`src/rtl/toggle_event_decoder.sv`:
```
// toggle_event_decoder
//   Receiving end of a toggle-signalling link. An upstream T flip-flop flips
//   tog_in once per event. This block turns each level change back into a
//   one-cycle pulse and counts the events in a saturating pending counter,
//   which a consumer drains one event per valid/ready handshake.
//
//   Build option: define TOG_SYNC_EN to put a 2-flop synchronizer in front of
//   the sample flop. tog_in may then be asynchronous to clk. The latency becomes
//   4 edges and the prime window becomes 3 edges. Without the macro, tog_in must
//   be synchronous to clk, the latency is 2 edges and the prime window is 1 edge.
//
// Ports
//   clk        in   rising-edge clock
//   reset      in   asynchronous active-low reset
//   tog_in     in   toggle line, every level change is one event
//   evt_pulse  out  one-cycle pulse per detected level change
//   evt_valid  out  high while pend_cnt != 0
//   evt_ready  in   consumer accept (pop when evt_valid && evt_ready)
//   pend_cnt   out  queued, unconsumed events (saturates at 2**CNT_W-1)
//   overflow   out  sticky: event lost because pend_cnt was saturated
//   clr_ovf    in   synchronous clear of overflow (a same-cycle set wins)
module toggle_event_decoder #(
  parameter int CNT_W = 4
) (
  input  logic             clk,
  input  logic             reset,
  input  logic             tog_in,
  output logic             evt_pulse,
  output logic             evt_valid,
  input  logic             evt_ready,
  output logic [CNT_W-1:0] pend_cnt,
  output logic             overflow,
  input  logic             clr_ovf
);

  typedef enum logic {PRIME, RUN} state_t;

  localparam logic [CNT_W-1:0] CNT_MAX = '1;

  state_t     state_q, state_d;
  logic [1:0] prime_q, prime_d;
  logic       samp, samp_d, last;
  logic       det, pop;

`ifdef TOG_SYNC_EN
  localparam logic [1:0] PRIME_LAST = 2'd2;
  logic [1:0] sync_q;

  always_ff @(posedge clk or negedge reset) begin
    if (!reset) sync_q <= '0;
    else        sync_q <= {sync_q[0], tog_in};
  end

  assign samp_d = sync_q[1];
`else
  localparam logic [1:0] PRIME_LAST = 2'd0;
  assign samp_d = tog_in;
`endif

  // Next-state logic. PRIME stays active until the sample path holds the real
  // line level. This stops the level present at reset release from being
  // counted as an event.
  always_comb begin
    state_d = state_q;
    prime_d = prime_q;
    case (state_q)
      PRIME: begin
        prime_d = prime_q + 2'd1;
        if (prime_q == PRIME_LAST) begin
          state_d = RUN;
          prime_d = '0;
        end
      end
      RUN: ;
      default: state_d = PRIME;
    endcase
  end

  assign det       = (state_q == RUN) && (samp ^ last);
  assign evt_valid = (pend_cnt != '0);
  assign pop       = evt_valid && evt_ready;

  always_ff @(posedge clk or negedge reset) begin
    if (!reset) begin
      state_q   <= PRIME;
      prime_q   <= '0;
      samp      <= 1'b0;
      last      <= 1'b0;
      evt_pulse <= 1'b0;
      pend_cnt  <= '0;
      overflow  <= 1'b0;
    end else begin
      state_q   <= state_d;
      prime_q   <= prime_d;
      samp      <= samp_d;
      // In PRIME, the baseline is the level that samp loads on this same edge.
      // samp itself still holds its reset value.
      last      <= (state_q == PRIME) ? samp_d : samp;
      evt_pulse <= det;

      if (det && !pop) begin
        if (pend_cnt == CNT_MAX) overflow <= 1'b1;
        else                     pend_cnt <= pend_cnt + 1'b1;
      end else if (!det && pop) begin
        pend_cnt <= pend_cnt - 1'b1;
      end

      // A set in the saturation branch above takes priority over the clear.
      if (clr_ovf && !(det && !pop && pend_cnt == CNT_MAX)) overflow <= 1'b0;
    end
  end

endmodule
```
`config.mk`:
```
export PLATFORM = sky130hd
export DESIGN_NAME = toggle_event_decoder
export DESIGN_NICKNAME = d
export VERILOG_FILES = /design/src/rtl/toggle_event_decoder.sv
export SDC_FILE = /design/constraint.sdc
export NUM_CORES = 1
export LEC_CHECK = 0
export CAP_MARGIN = 40
export CORE_AREA = 5 5 42 44
export DETAILED_ROUTE_END_ITERATION = 8
export DIE_AREA = 0 0 47 49
export PLACE_DENSITY = 0.75
export SYNTH_ARGS = -nofsm -noshare
export SYNTH_HDL_FRONTEND = slang
export SYNTH_SLANG_ARGS = --single-unit
```
`constraint.sdc`:
```
create_clock -name clk -period 2.68 [get_ports clk]
set_input_delay 0.268 -clock clk [delete_from_list [all_inputs] [get_ports clk]]
set_output_delay 0.268 -clock clk [all_outputs]
set_load 0.01 [all_outputs]
```
**After elaboration in Yosys (flattened, before gate mapping)**

Cells that the tools add are included.

- Logic and storage cells: 39
- Register bits: 11
- Output and inout port bits: 7
- Input port bits: 5

- Reductions and logical operators: 16
- Bitwise operators: 1
- Add/sub/neg operators: 3
- Multiplexer cells: 10
- Equal/unequal tests: 2

Operators with widths:

| kind | count |
|---|---|
| 4-bit two-way mux | 3 |
| 1-bit logical AND | 6 |
| 1-bit two-way mux | 6 |
| 2-bit nonzero test | 3 |
| 4-bit by 1-bit adder with 4-bit output, second input constant | 1 |
| 4-bit equality test, second input constant | 1 |
| 2-bit AND reduction | 2 |
| 4-bit nonzero test | 1 |
| 4-bit by 1-bit subtractor with 4-bit output, second input constant | 1 |
| 1-bit zero test | 3 |
| 2-bit by 1-bit adder with 2-bit output, second input constant | 1 |
| 2-bit zero test | 1 |
| 2-bit two-way mux | 1 |
| 2-bit inequality test, second input constant | 1 |
| 1-bit XOR | 1 |

**Depth between registers and ports, before layout**

Gate-level depths: netlist of the first run.

- Depth in word-level cells: 9
- Gate-level depth with buffers: 8
- Gate-level depth less buffers: 8

**Worst setup path before layout of the first run**

OpenSTA, ideal clock, no wires.

- Kind: register -> register
- Start point: register pend_cnt[0]
- End point: register pend_cnt[3]
- Setup time: 79 ps
- Path buffers: 0
- Slack: 527 ps
- Data required time: 2601 ps
- Arrival time: 2073 ps
- Period minus slack after synthesis: 2153 ps
- Stages on the path, launching flop included: 8
- Cells stage by stage: dfrtp_1 o41ai_2 nand2_1 ha_1 a21o_2 a21oi_1 mux2i_1 xor2_1

- Cells in the longest elaborated chain, start to end: 6
- Elaborated cells on any way between the ends: 14
- Those cells by class: 2 x add/sub; 2 x eq/ne; 3 x mux; 7 x reduce/logical

Ends and longest elaborated chain:

| element | RTL line | RTL |
|---|---|---|
| start, declared | 31 | `output logic [CNT_W-1:0] pend_cnt,` |
| start signal, assigned | 103 | `else pend_cnt <= pend_cnt + 1'b1;` |
| start signal, assigned | 105 | `pend_cnt <= pend_cnt - 1'b1;` |
| parallel branches: the longest is 6 deep, another holds 4-bit by 1-bit subtractor with 4-bit output | - |  |

Parallel ways; which one is timed is not known. The select of a mux whose other input is x is not followed.
A chain may end at the register's enable or synchronous reset.

**Worst setup path after layout of the first run**

Ends and elaborated chain as after synthesis.

==> results of run 1 <==
-- cell families (layout without fill, tap and decap cells) --
family          count (synthesis)  count (layout)  synth area share [%]
fa+ha+maj                       5               5                 12.82
xor+xnor                        4               4                 6.407
compound gates                  5               5                 8.239
buf+inv                         3              18                 2.059
flops                          11              11                 50.34
simple gates                    7               7                 8.011
mux                             6               6                 12.13
-- cells in the mapped netlist, drive strengths merged --
cell	number	share of area, %
a21oi	1	0.91
and2	1	1.1
or4	1	1.6
nand2	2	1.8
mux2	5	10
nand4	2	2.3
ha	4	9.2
or2	1	1.1
inv	3	2.1
fa	1	3.7
dfrtp	11	50
xor2	4	6.4
o22ai	1	1.1
mux2i	1	1.8
a21o	2	3.2
o41ai	1	3.0
-- worst max path at each step --
stage	from	end	slack, ns	cells after the start
6_report	pend_cnt[0]	pend_cnt[3]	0.41	7
5_1_grt	pend_cnt[0]	pend_cnt[3]	0.25	7
4_1_cts	pend_cnt[0]	pend_cnt[3]	0.38	7
3_5_place_dp	pend_cnt[0]	pend_cnt[3]	0.39	7
3_3_place_gp	pend_cnt[0]	pend_cnt[3]	0.43	7
2_1_floorplan	pend_cnt[0]	pend_cnt[3]	0.53	7
-- area by class of cell --
cell class / count / area, µm²
Clock buffer: 4 / 26.28
Fill cell: 135 / 698.2
Inverter: 3 / 11.26
Multi-Input combinational cell: 27 / 260.3
Sequential cell: 11 / 275.3
Tap cell: 16 / 20.02
Timing Repair Buffer: 11 / 110.1
-- critical path, stage by stage (launching register included) --
cell and delay (ns):
sky130_fd_sc_hd__dfrtp_1 0.47, sky130_fd_sc_hd__o41ai_2 0.46, sky130_fd_sc_hd__nand2_1 0.20, sky130_fd_sc_hd__ha_1 0.30, sky130_fd_sc_hd__a21o_2 0.21, sky130_fd_sc_hd__a21oi_1 0.17, sky130_fd_sc_hd__mux2i_1 0.23, sky130_fd_sc_hd__xor2_1 0.16
-- metrics by stage --
step	area [µm²]	cells	hold slack (ns)
6_report	703.2	72	0.3141
5_1_grt	703.2	72	0.3467
4_1_cts	703.2	72	0.3331
3_5_place_dp	676.9	68	0.4957
3_3_place_gp	676.9	68	0.4985
2_1_floorplan	546.8	41	-0.02759
-- flip-flops by register name, summed over array words and instances, names as in the netlist --
name	flops
evt_pulse	1
last	1
overflow	1
pend_cnt	4
prime_q	2
samp	1
state_q	1
-- layer usage --
metal / global-route usage (%) / vias to the layer above / part of all wire, %
met4: 5.530 / 0 / 3.0
met5: 0 / - / 0
met1: 11.95 / 166 / 45
met2: 13.35 / 9 / 45
met3: 3.321 / 5 / 6.9
li1: - / 176 / -
-- power groups by stage --
stage / sequential [mW] / combinational, mW / clock, mW
2_1_floorplan: 0.278 / 0.136 / 0
3_3_place_gp: 0.269 / 0.256 / 0
3_5_place_dp: 0.271 / 0.265 / 0
4_1_cts: 0.267 / 0.266 / 0.116
5_1_grt: 0.276 / 0.291 / 0.127
6_report: 0.267 / 0.261 / 0.115
==> metrics.txt, run 1 <==
# TYPE chip_impl_metric gauge
chip_impl_metric{name="routed_length_per_placed_instance",unit="µm"} 12.36
chip_impl_metric{name="cts.reportedPaths.clkPinSlew",unit="ns"} 0.07
chip_impl_metric{name="power.density",unit="nW/µm²"} 913.8
chip_impl_info{name="hp-class",value="in -> async"} 1
chip_impl_metric{name="tightest_slew",unit="ns"} 0.4648
chip_impl_metric{name="post_cts_resize_count",unit=""} 0
chip_impl_metric{name="clkLatencyLatePin",unit="ns"} 0.27
chip_impl_metric{name="worst_case_reg_to_reg_path_depth",unit=""} 7
chip_impl_metric{name="nNetsFinal",unit=""} 67
chip_impl_metric{name="fp.coreArea",unit="µm²"} 1401
chip_impl_metric{name="report.final.hold_viol_count",unit=""} 0
chip_impl_info{name="critPathCaptureType",value="flip-flop"} 1
chip_impl_metric{name="postSynthCellCount",unit=""} 41
chip_impl_metric{name="design.portCount",unit=""} 12
chip_impl_metric{name="total_setup_violations_reported_at_the_end_of_the_flow",unit=""} 0
chip_impl_metric{name="required",unit="ns"} 2.88
chip_impl_metric{name="synth_nets",unit=""} 51
chip_impl_metric{name="detail_route.iter0.violations",unit=""} 5
chip_impl_metric{name="timing.max_cap.violations",unit=""} 0
chip_impl_metric{name="floorplan.die.height",unit="µm"} 49
chip_impl_metric{name="drt_pass1_iterations",unit=""} 3
chip_impl_metric{name="vias_per_cell",unit=""} 4.944
chip_impl_metric{name="timing.final.crit_period",unit="ns"} 2.270
chip_impl_metric{name="worst_slew_margin_rel",unit="%"} 68.92
chip_impl_metric{name="total_length_of_routed_wires",unit="µm"} 890
chip_impl_metric{name="post-route-worst-setup-slack",unit="ns"} 0.4096
chip_impl_metric{name="grt.overflow.total",unit=""} 0
chip_impl_metric{name="clock_power_share",unit="%"} 17.9
chip_impl_metric{name="place.detailed.hpwl",unit="µm"} 672.6
chip_impl_metric{name="clock_buffers_created_by_tritoncts",unit=""} 3
chip_impl_metric{name="ys_seq_area_share",unit="%"} 50.34
chip_impl_metric{name="postSynthAreaPerCell",unit="µm²"} 13.34
chip_impl_metric{name="place.gp.congestion",unit=""} 0.7841
chip_impl_metric{name="achievable-frequency",unit="GHz"} 0.4404
chip_impl_metric{name="p_switching",unit="mW"} 0.2258
chip_impl_metric{name="htreeDepth",unit=""} 1
chip_impl_metric{name="route.antenna.remaining_nets",unit=""} 0
chip_impl_info{name="cts.root.buffer_cell",value="sky130_fd_sc_hd__clkbuf_4"} 1
chip_impl_metric{name="cts_setup_buffers",unit=""} 0
chip_impl_metric{name="placement.setup.worst_slack",unit="ns"} 0.3901
chip_impl_metric{name="combinationalPowerShare",unit="%"} 40.6
chip_impl_info{name="crit_type",value="reg -> reg"} 1
chip_impl_metric{name="placement_rows",unit=""} 14
chip_impl_metric{name="leakagePower",unit="nW"} 0.3038
chip_impl_metric{name="finalCoreUtilization",unit="%"} 50.18
chip_impl_metric{name="final_worst_path_period_share",unit="%"} 84.72
chip_impl_metric{name="wire_length_of_the_first_global_routing_pass",unit="mm"} 1.552
chip_impl_metric{name="yosys.cell_types.count",unit=""} 18
chip_impl_metric{name="area_growth",unit="%"} 28.60
chip_impl_info{name="critPathLaunchType",value="flip-flop"} 1
chip_impl_metric{name="clk_sinks",unit=""} 11
chip_impl_metric{name="grt_max_degree",unit=""} 12
chip_impl_metric{name="layout-drive-gt1-share",unit="%"} 21.43
chip_impl_metric{name="syn_area",unit="µm²"} 546.8
chip_impl_metric{name="cts_buffer_depth",unit=""} 2
chip_impl_metric{name="reg2reg_slack",unit="ns"} 0.41
chip_impl_metric{name="first_global_vias",unit=""} 360
chip_impl_metric{name="antenna-diode-count",unit=""} 0
chip_impl_metric{name="start_util",unit="%"} 39.02
chip_impl_metric{name="yosys_warnings",unit=""} 0
chip_impl_metric{name="routed-via-count",unit=""} 356
chip_impl_info{name="rr_endpoint",value="pend_cnt[3]"} 1
chip_impl_metric{name="max-vdd-ir-drop",unit="mV"} 0.5798
chip_impl_info{name="run_status",value="completed"} 1
chip_impl_metric{name="antenna_found_initial",unit=""} 0
chip_impl_metric{name="synth.ff_latch_count",unit=""} 11
chip_impl_metric{name="dieArea",unit="µm²"} 2303
chip_impl_info{name="rsz0062_at_grt",value="false"} 1
chip_impl_info{name="cts_tree",value="yes"} 1
chip_impl_info{name="reg2reg_from",value="pend_cnt[0]"} 1
chip_impl_metric{name="crit_fanout",unit=""} 7
chip_impl_metric{name="slew_violations",unit=""} 0
chip_impl_metric{name="p_int",unit="mW"} 0.4168
chip_impl_metric{name="port_buffers",unit=""} 11
chip_impl_metric{name="die_x",unit="µm"} 47
chip_impl_metric{name="finalClockSkew",unit="ns"} 0.002966
chip_impl_metric{name="power_switching_share",unit="%"} 35.14
chip_impl_metric{name="gr_usage_total",unit="%"} 9.429
chip_impl_metric{name="finalSetupTns",unit="ns"} 0
chip_impl_metric{name="critPathArrivalTime",unit="ns"} 2.47
chip_impl_metric{name="hold_buffer_count_at_cts",unit=""} 0
chip_impl_metric{name="seqPwrFrac",unit="%"} 41.5
chip_impl_metric{name="post-layout-total-power",unit="mW"} 0.6425
chip_impl_info{name="most_frequent_cells_in_the_layout",value="sky130_fd_sc_hd__dfrtp_1, sky130_fd_sc_hd__clkdlybuf4s50_1, sky130_fd_sc_hd__xor2_1, sky130_fd_sc_hd__ha_1"} 1
chip_impl_metric{name="drt_drc_violations_left",unit=""} 0
(Power assumes the default switching activity.)
==> run 2: changes to the inputs <==
- clock period: 2.68 -> 2.3 ns (I/O delays scaled with it)
==> metrics.txt, run 2 (synthesis results as in run 1) <==
# TYPE chip_impl_metric gauge
chip_impl_info{name="worstPathCellList",value="buf_4, or4_2, clkdlybuf4s50_1"} 1
chip_impl_metric{name="vias_per_cell",unit=""} 4.773
chip_impl_metric{name="report.final.hold_viol_count",unit=""} 0
chip_impl_metric{name="final_worst_path_period_share",unit="%"} 95.63
chip_impl_metric{name="finalSetupTns",unit="ns"} 0
chip_impl_metric{name="htreeDepth",unit=""} 1
chip_impl_metric{name="start_util",unit="%"} 39.02
chip_impl_metric{name="number_of_flip_flops_under_the_largest_register_name",unit=""} 4
chip_impl_metric{name="layout-drive-gt1-share",unit="%"} 25.42
chip_impl_metric{name="gr_usage_total",unit="%"} 9.758
chip_impl_metric{name="tightest_slew",unit="ns"} 0.4697
chip_impl_info{name="hp-class",value="in -> async"} 1
chip_impl_metric{name="dieArea",unit="µm²"} 2303
chip_impl_info{name="critPathCaptureType",value="primary output"} 1
chip_impl_info{name="cpLargestDelayFamily",value="buffers and inverters"} 1
chip_impl_metric{name="first_global_vias",unit=""} 353
chip_impl_metric{name="drt_pass1_iterations",unit=""} 3
chip_impl_metric{name="floorplan.die.height",unit="µm"} 49
chip_impl_metric{name="max-vdd-ir-drop",unit="mV"} 0.6648
chip_impl_metric{name="clock_buffers_created_by_tritoncts",unit=""} 3
chip_impl_metric{name="post_cts_resize_count",unit=""} 0
chip_impl_metric{name="required",unit="ns"} 2.07
chip_impl_metric{name="critical_path.max_stage_delay",unit="ns"} 0.65
chip_impl_metric{name="slew_violations",unit=""} 0
chip_impl_metric{name="hold_buffer_count_at_cts",unit=""} 0
chip_impl_metric{name="routed-via-count",unit=""} 358
chip_impl_info{name="reg_top3",value="pend_cnt x4, prime_q x2"} 1
chip_impl_metric{name="clk_sinks",unit=""} 11
chip_impl_info{name="most_frequent_cells_in_the_layout",value="sky130_fd_sc_hd__dfrtp_1, sky130_fd_sc_hd__clkdlybuf4s50_1, sky130_fd_sc_hd__xor2_1, sky130_fd_sc_hd__ha_1"} 1
chip_impl_metric{name="worst_slew_margin_rel",unit="%"} 68.59
chip_impl_info{name="crit_type",value="reg -> out"} 1
chip_impl_metric{name="cts_buffer_depth",unit=""} 2
chip_impl_metric{name="port_buffers",unit=""} 11
chip_impl_metric{name="total_setup_violations_reported_at_the_end_of_the_flow",unit=""} 0
chip_impl_metric{name="finalClockSkew",unit="ns"} 0.001042
chip_impl_info{name="rsz0062_at_grt",value="false"} 1
chip_impl_metric{name="antenna-diode-count",unit=""} 0
chip_impl_metric{name="drt_drc_violations_left",unit=""} 0
chip_impl_metric{name="antenna_found_initial",unit=""} 0
chip_impl_metric{name="timing.final.crit_period",unit="ns"} 2.199
chip_impl_metric{name="place.detailed.hpwl",unit="µm"} 768.1
chip_impl_metric{name="route.antenna.remaining_nets",unit=""} 0
chip_impl_metric{name="placement.cell_area",unit="µm²"} 699.4
chip_impl_metric{name="place.gp.congestion",unit=""} 0.8109
chip_impl_info{name="run_status",value="completed"} 1
chip_impl_metric{name="timing.max_cap.violations",unit=""} 0
chip_impl_info{name="critical-path-slowest-cell",value="sky130_fd_sc_hd__or4_2"} 1
chip_impl_metric{name="cts_setup_buffers",unit=""} 0
chip_impl_metric{name="routed_length_per_placed_instance",unit="µm"} 12.56
chip_impl_metric{name="area_growth",unit="%"} 32.72
chip_impl_metric{name="placement_rows",unit=""} 14
chip_impl_metric{name="grt_max_degree",unit=""} 12
chip_impl_metric{name="critPathArrivalTime",unit="ns"} 1.97
chip_impl_metric{name="final_cell_area",unit="µm²"} 725.7
chip_impl_metric{name="power.density",unit="nW/µm²"} 1086
chip_impl_info{name="cts.root.buffer_cell",value="sky130_fd_sc_hd__clkbuf_4"} 1
chip_impl_metric{name="grt.overflow.total",unit=""} 0
chip_impl_metric{name="fp.coreArea",unit="µm²"} 1401
chip_impl_metric{name="crit_buf_inv",unit=""} 2
chip_impl_metric{name="detail_route.iter0.violations",unit=""} 6
chip_impl_metric{name="nNetsFinal",unit=""} 70
chip_impl_metric{name="cts.reportedPaths.clkPinSlew",unit="ns"} 0.07
chip_impl_metric{name="leakagePower",unit="nW"} 0.3180
chip_impl_metric{name="crit_fanout",unit=""} 6
chip_impl_metric{name="clkLatencyLatePin",unit="ns"} 0.26
chip_impl_metric{name="achievable-frequency",unit="GHz"} 0.4547
chip_impl_metric{name="fillerInstances",unit=""} 142
chip_impl_info{name="critPathLaunchType",value="flip-flop"} 1
chip_impl_info{name="cts_tree",value="yes"} 1
chip_impl_info{name="registers.top_by_ff_count",value="pend_cnt"} 1
chip_impl_metric{name="wire_length_of_the_first_global_routing_pass",unit="mm"} 1.607
chip_impl_metric{name="design.portCount",unit=""} 12
chip_impl_metric{name="total_length_of_routed_wires",unit="µm"} 942
chip_impl_metric{name="die_x",unit="µm"} 47
-- run 2: worst paths after layout --
path | from | endpoint | slack [ns] | cells past startpoint
max in group asynchronous | reset | overflow | 1.70 | 1
hold reg to reg | prime_q[0] | prime_q[0] | 0.51 | 1
min in group clk | tog_in | samp | 0.43 | 1
setup reg to reg | pend_cnt[0] | pend_cnt[3] | 0.20 | 7
setup / recovery | pend_cnt[0] | evt_valid | 0.10 | 3
hold / removal | reset | samp | 0.28 | 1
-- run 2: final cells by class --
class | count | area [µm²] | share of cell area [%]
Clock buffer | 4 | 26.28 | 3.621
Sequential cell | 11 | 275.3 | 37.93
Timing Repair Buffer | 14 | 132.6 | 18.28
Tap cell | 16 | 20.02 | 2.759
Inverter | 3 | 11.26 | 1.552
Multi-Input combinational cell | 27 | 260.3 | 35.86
-- run 2: metrics by stage --
| stage | hold WS [ns] | cells | util, % | setup slack, ns | total power, mW |
|---|---|---|---|---|---|
| floorplan | -0.06559 | 41 | - | 0.1474 | 0.4816 |
| global placement | 0.4957 | 71 | 49.91 | 0.2626 | 0.6465 |
| detailed placement | 0.4953 | 71 | 49.91 | 0.1992 | 0.6669 |
| CTS | 0.2965 | 75 | 51.79 | 0.08215 | 0.8022 |
| global route | 0.3097 | 75 | 51.79 | 0.04589 | 0.8545 |
| finish | 0.2845 | 75 | 51.79 | 0.1006 | 0.7879 |
-- run 2: where the power goes --
| group | leakage, nW | switching (mW) | internal [mW] |
|---|---|---|---|
| logic | 0.171 | 0.163 | 0.209 |
| registers | 0.132 | 0.0455 | 0.239 |
| clock network | 0.0150 | 0.0646 | 0.0670 |
| total | 0.318 | 0.273 | 0.515 |
-- run 2: metal layers --
metal	vias to the layer above	wire length [µm]	GRT usage, %	share of wire, %
met1	169	404	12.53	43
met5	-	0	0	0
met3	0	46	3.321	4.9
li1	183	-	-	-
met4	0	0	2.765	0
met2	6	492	15.16	52
